$ cat src/rtl/serial_sub_pkg.sv
// ============================================================================
// Module      : serial_sub_pkg
// Description : Shared FSM state encoding for the bit-serial subtractor.
// Revision    : 1.0 - initial release
// ============================================================================
`default_nettype none

package serial_sub_pkg;

    typedef enum logic [1:0] {
        IDLE  = 2'd0,
        SHIFT = 2'd1,
        DONE  = 2'd2
    } state_t;

endpackage

`default_nettype wire

$ cat src/rtl/full_subtractor_cell.sv
// ============================================================================
// Module      : full_subtractor_cell
// Description : Combinational full subtractor (a - b - bin) from two
//               half-subtractor stages whose borrows are ORed.
// Revision    : 1.0 - initial release
// ============================================================================
`default_nettype none

module full_subtractor_cell (
    input  logic a,
    input  logic b,
    input  logic bin,
    output logic d,
    output logic bout
);

    logic w_d1;
    logic w_b1;
    logic w_b2;

    assign w_d1 = a ^ b;
    assign w_b1 = ~a & b;
    assign d    = w_d1 ^ bin;
    assign w_b2 = ~w_d1 & bin;
    assign bout = w_b1 | w_b2;

endmodule

`default_nettype wire

$ cat src/rtl/serial_subtractor.sv
// ============================================================================
// Module      : serial_subtractor
// Description : Bit-serial WIDTH-bit subtractor d = a - b, LSB first, with a
//               start/ready/done handshake. Define SERIAL_SUB_SAT_EN to clamp
//               the result to zero whenever the final borrow is set.
// Revision    : 1.0 - initial release
// ============================================================================
`default_nettype none

module serial_subtractor
    import serial_sub_pkg::*;
#(
    parameter int WIDTH = 8
) (
    input  logic             clk,
    input  logic             rst,
    input  logic             start,
    input  logic [WIDTH-1:0] a,
    input  logic [WIDTH-1:0] b,
    output logic             ready,
    output logic             done,
    output logic [WIDTH-1:0] d,
    output logic             br
);

    localparam int              CNT_W        = $clog2(WIDTH + 1);
    localparam logic [CNT_W-1:0] c_last_count = CNT_W'(WIDTH - 1);

    state_t             state_q, state_d;
    logic [WIDTH-1:0]   sa_q, sa_d;
    logic [WIDTH-1:0]   sb_q, sb_d;
    // Only WIDTH-1 result bits are stored; the last bit is merged straight into d.
    logic [WIDTH-2:0]   res_q, res_d;
    logic [CNT_W-1:0]   cnt_q, cnt_d;
    logic               borrow_q, borrow_d;
    logic [WIDTH-1:0]   d_q, d_d;
    logic               br_q, br_d;

    logic               w_bit;
    logic               w_bout;
    logic [WIDTH-1:0]   w_shift;

    full_subtractor_cell u_cell (
        .a    (sa_q[0]),
        .b    (sb_q[0]),
        .bin  (borrow_q),
        .d    (w_bit),
        .bout (w_bout)
    );

    assign w_shift = {w_bit, res_q};

    always_comb begin
        state_d  = state_q;
        sa_d     = sa_q;
        sb_d     = sb_q;
        res_d    = res_q;
        cnt_d    = cnt_q;
        borrow_d = borrow_q;
        d_d      = d_q;
        br_d     = br_q;
        case (state_q)
            IDLE: begin
                if (start) begin
                    sa_d     = a;
                    sb_d     = b;
                    res_d    = '0;
                    cnt_d    = '0;
                    borrow_d = 1'b0;
                    state_d  = SHIFT;
                end
            end
            SHIFT: begin
                sa_d     = {1'b0, sa_q[WIDTH-1:1]};
                sb_d     = {1'b0, sb_q[WIDTH-1:1]};
                res_d    = w_shift[WIDTH-1:1];
                borrow_d = w_bout;
                cnt_d    = cnt_q + CNT_W'(1);
                if (cnt_q == c_last_count) begin
`ifdef SERIAL_SUB_SAT_EN
                    d_d = w_bout ? '0 : w_shift;
`else
                    d_d = w_shift;
`endif
                    br_d    = w_bout;
                    state_d = DONE;
                end
            end
            DONE: begin
                state_d = IDLE;
            end
            default: begin
                state_d = IDLE;
            end
        endcase
    end

    always_ff @(posedge clk or posedge rst) begin
        if (rst) begin
            state_q  <= IDLE;
            sa_q     <= '0;
            sb_q     <= '0;
            res_q    <= '0;
            cnt_q    <= '0;
            borrow_q <= 1'b0;
            d_q      <= '0;
            br_q     <= 1'b0;
        end else begin
            state_q  <= state_d;
            sa_q     <= sa_d;
            sb_q     <= sb_d;
            res_q    <= res_d;
            cnt_q    <= cnt_d;
            borrow_q <= borrow_d;
            d_q      <= d_d;
            br_q     <= br_d;
        end
    end

    assign ready = (state_q == IDLE);
    assign done  = (state_q == DONE);
    assign d     = d_q;
    assign br    = br_q;

endmodule

`default_nettype wire

$ cat config.mk
export PLATFORM = sky130hd
export DESIGN_NAME = serial_subtractor
export DESIGN_NICKNAME = d
export VERILOG_FILES = /design/src/rtl/serial_sub_pkg.sv /design/src/rtl/full_subtractor_cell.sv /design/src/rtl/serial_subtractor.sv
export SDC_FILE = /design/constraint.sdc
export NUM_CORES = 1
export LEC_CHECK = 0
export BUFFER_PORTS_ARGS = -buffer_cell sky130_fd_sc_hd__buf_2
export CORE_MARGIN = 2
export CORE_UTILIZATION = 40
export CTS_BUF_LIST = sky130_fd_sc_hd__clkbuf_8
export CTS_CLUSTER_DIAMETER = 200
export DETAILED_ROUTE_END_ITERATION = 8
export SLEW_MARGIN = 20
export SYNTH_ARGS = -nofsm -noshare
export SYNTH_HDL_FRONTEND = slang
export SYNTH_HIERARCHICAL = 1
export SYNTH_SLANG_ARGS = --single-unit
$ cat constraint.sdc
create_clock -name clk -period 3.4 [get_ports clk]
set_clock_uncertainty 0.05 [all_clocks]
set_input_delay 0.68 -clock clk [delete_from_list [all_inputs] [get_ports clk]]
set_output_delay 0.68 -clock clk [all_outputs]
set_load 0.03 [all_outputs]
==> summary.md <==
| Metric | Value |
|---|---|
| Outcome | finished, final reports clean |
| Footprint of the multi-input gates | 676.9 um2 |
| Utilization after layout | 0.4928 |
| Fill cells | 394 |
| Layout cells sized above 1 | 0.2905 |
| Setup slack, reg-to-reg | 1.21 ns |
| DRT antenna net count | 0 |
| HPWL after detailed placement | 2185 um |
| Dominant register cell in the synthesized netlist | dfrtp_1 |
| DIE AREA | 0.004839 mm2 |
| Clk pin slew, worst setup/hold paths | 0.07 ns |
| Leak | 0.0009805 uW |
| Ant diodes | 0 |
| Met3 GRT Util | 0.03634 |
| Arr. time, crit path | 1.54 ns |
| Synth area leaders | dfrtp_1 57%, mux2_2 7.2%, a22o_1 5.1% |
| Tot Pwr | 1853 uW |
| Worst Path Required | 2.67 ns |
| TritonCTS clock tree | built |
| Max-slew violation count | 0 |
| Rows | 23 |
| Cts hold-fix bufs | 0 |
| Fin. Hold Viols | 0 |
| HP Class | flip-flop to flip-flop |
| Syn nets | 171 |
| Fin crit share | 0.6686 |
| GRT overflow | 0 |
| Grt met1 use | 0.2055 |
| Area growth syn-to-layout | 16.30% |
| Detailed-route DRC error count | 0 |
| First-pass GRT wire length | 5851 um |
| Syn avg cell area | 11.46 um2 |
| Post CTS Setup Buffer Count | 0 |
| CTS Buffer Depth | 2 |
| Pwr Density | 926.9 mW/mm2 |
| Crit-path cells | nor2_1, buf_2 |
| Buffers on Ports | 29 |
| Die height | 69.56 um |
| Area after DPL | 0.001887 mm2 |
| Number of synthesized flops with an enable pin | 0 |
| Gr usage total | 0.1500 |
| Post-DR vias/cell | 5.284 |
| Tmin final | 2.273 ns |
| Register area | 975.9 um2 |
| Post-synthesis sequential area ratio | 0.5677 |
| Max-capacitance violation count | 0 |
| CTS Root Cell | clkbuf_8 |
| Setup TNS Final | 0 ns |
| Core area | 0.004058 mm2 |
| Yosys Warn Count | 6 |
| Post-CTS sizing | 0 |
| Inserted Clock Buffers | 5 |
| Non-Filler Instances | 229 |
| GP Congestion | 0.7734 |
| CP Capture Type | output pin |
| Critical Path Fanout Max | 32 |
| Path type of the worst setup path | flip-flop to output pin |
| CP startpoint kind | flip-flop |
| Slew HR | 0.3387 |
| Initial DRC count | 77 |
| Initial antenna violation count | 0 |
| Yosys top cell by area | dfrtp_1 |
| Initial Util | 0.4237 |
| Synth async-reset ratio | 1.000 |
| Mapped Cells | 150 |
| Global route hottest layer | met2 |
| Cell Area, Synth | 0.001719 mm2 |
| DRT Wirelength | 3249 um |
| Final setup viols | 0 |
| RSZ-0062 raised after global routing | no |
| Unique masters post-synth | 22 |
| Placed Cells | 221 |
| Sink Count | 39 |
| Largest stage delay on the critical path | 0.94 ns |
| Fmax | 0.4399 GHz |
| Io pins | 30 |
| Router iterations before antenna repair | 4 |
| H-Tree Depth | 2 |
| DR vias | 1210 |
| Routing usage on met2 | 0.2297 |
| WL per Instance | 14.19 um |
| Largest net degree at the start of global routing | 40 |
| Worst skew pair latency | 0.29 ns |
| VDD IR-drop max | 0.3538 mV |
| Slowest CP cell | dfrtp_1 |
| Chip width | 69.56 um |
| Yosys top cell area share | 0.5677 |
| Worst slew pin tran | 0.9912 ns |
| Vias in the first global route | 1258 |
| #FFs+latches synth | 39 |
| Nets@finish | 199 |
| Post-Layout Inst Area | 0.001999 mm2 |
-- critical path, delay by kind of cell (launching register included) --
kind                   cells  cell delay (ns)
buffers and inverters      1             0.21
AND/OR/NAND/NOR            1             0.11
flip-flops                 1             0.94
-- layer usage --
metal  wire length, um  vias up
li1                  -      586
met3               104        5
met1              1562      599
met4                44        0
met2              1537       20
met5                 0        -
-- cells in the mapped netlist (2+ instances only) --
cell / n
a21oi_1: 13
a22o_1: 10
a22oi_1: 6
and3b_1: 8
buf_2: 5
buf_4: 2
clkbuf_1: 2
dfrtp_1: 39
inv_1: 5
mux2_2: 11
nand2_1: 14
nor2_1: 2
nor2b_1: 9
o21ai_0: 16
-- sequential cells by signal, indices dropped and copies added, names as in the netlist --
signal	count
cnt_q	4
state_q	2
sa_q	8
br	1
d	8
sb_q	8
borrow_q	1
res_q	7
-- through the flow --
step                hold slack (ns)  setup slack, ns
finish                       0.4432            1.127
detailed placement           0.4286            1.200
CTS                          0.4468            1.131
global placement             0.4164            1.343
global route                 0.4678           0.9781
floorplan                    0.4002            1.498
-- final timing paths --
| check | end | cells past startpoint | startpoint |
|---|---|---|---|
| worst max-delay path | ready | 2 | state_q[0]$_DFFE_PP0P_ |
| worst min-delay path | sa_q[6]$_DFFE_PP0P_ | 2 | sa_q[6]$_DFFE_PP0P_ |
| worst max register to register | cnt_q[3]$_DFFE_PP0P_ | 3 | state_q[0]$_DFFE_PP0P_ |
| worst min register to register | sa_q[6]$_DFFE_PP0P_ | 2 | sa_q[6]$_DFFE_PP0P_ |
| max in group asynchronous | sa_q[4]$_DFFE_PP0P_ | 3 | rst |
| min in group asynchronous | d[7]$_DFFE_PP0P_ | 3 | rst |
-- cell type report --
class	count	share of cell area
sequential	39	0.4881
clock inverter	3	0.02190
clock buffer	5	0.03442
inverter	5	0.009387
multi-input combinational	97	0.3385
tap	50	0.03129
timing repair buffer	30	0.07635
-- logic make-up after synthesis --
group	count (synthesis)	synth area share
fa+ha+maj	2	0.01892
compound gates	47	0.1725
simple gates	37	0.1303
flops	39	0.5677
buf+inv	14	0.03857
mux	11	0.07205
-- cell usage in the layout, fill, tap and decap left out, types with 2 or more instances in the layout --
master,instances
dfrtp_1,39
buf_2,29
o21ai_0,16
nand2_1,14
a21oi_1,13
mux2_2,11
a22o_1,10
nor2b_1,9
and3b_1,8
a22oi_1,6
inv_1,5
clkbuf_8,5
nor2_1,2
-- power by group --
group / switching (uW) / leakage, uW / internal [uW]
logic: 347 / 0.000419 / 295
registers: 177 / 0.000503 / 655
clock network: 161 / 0.0000581 / 218
total: 685 / 0.000981 / 1170
Power figures use the tool's default switching activity.
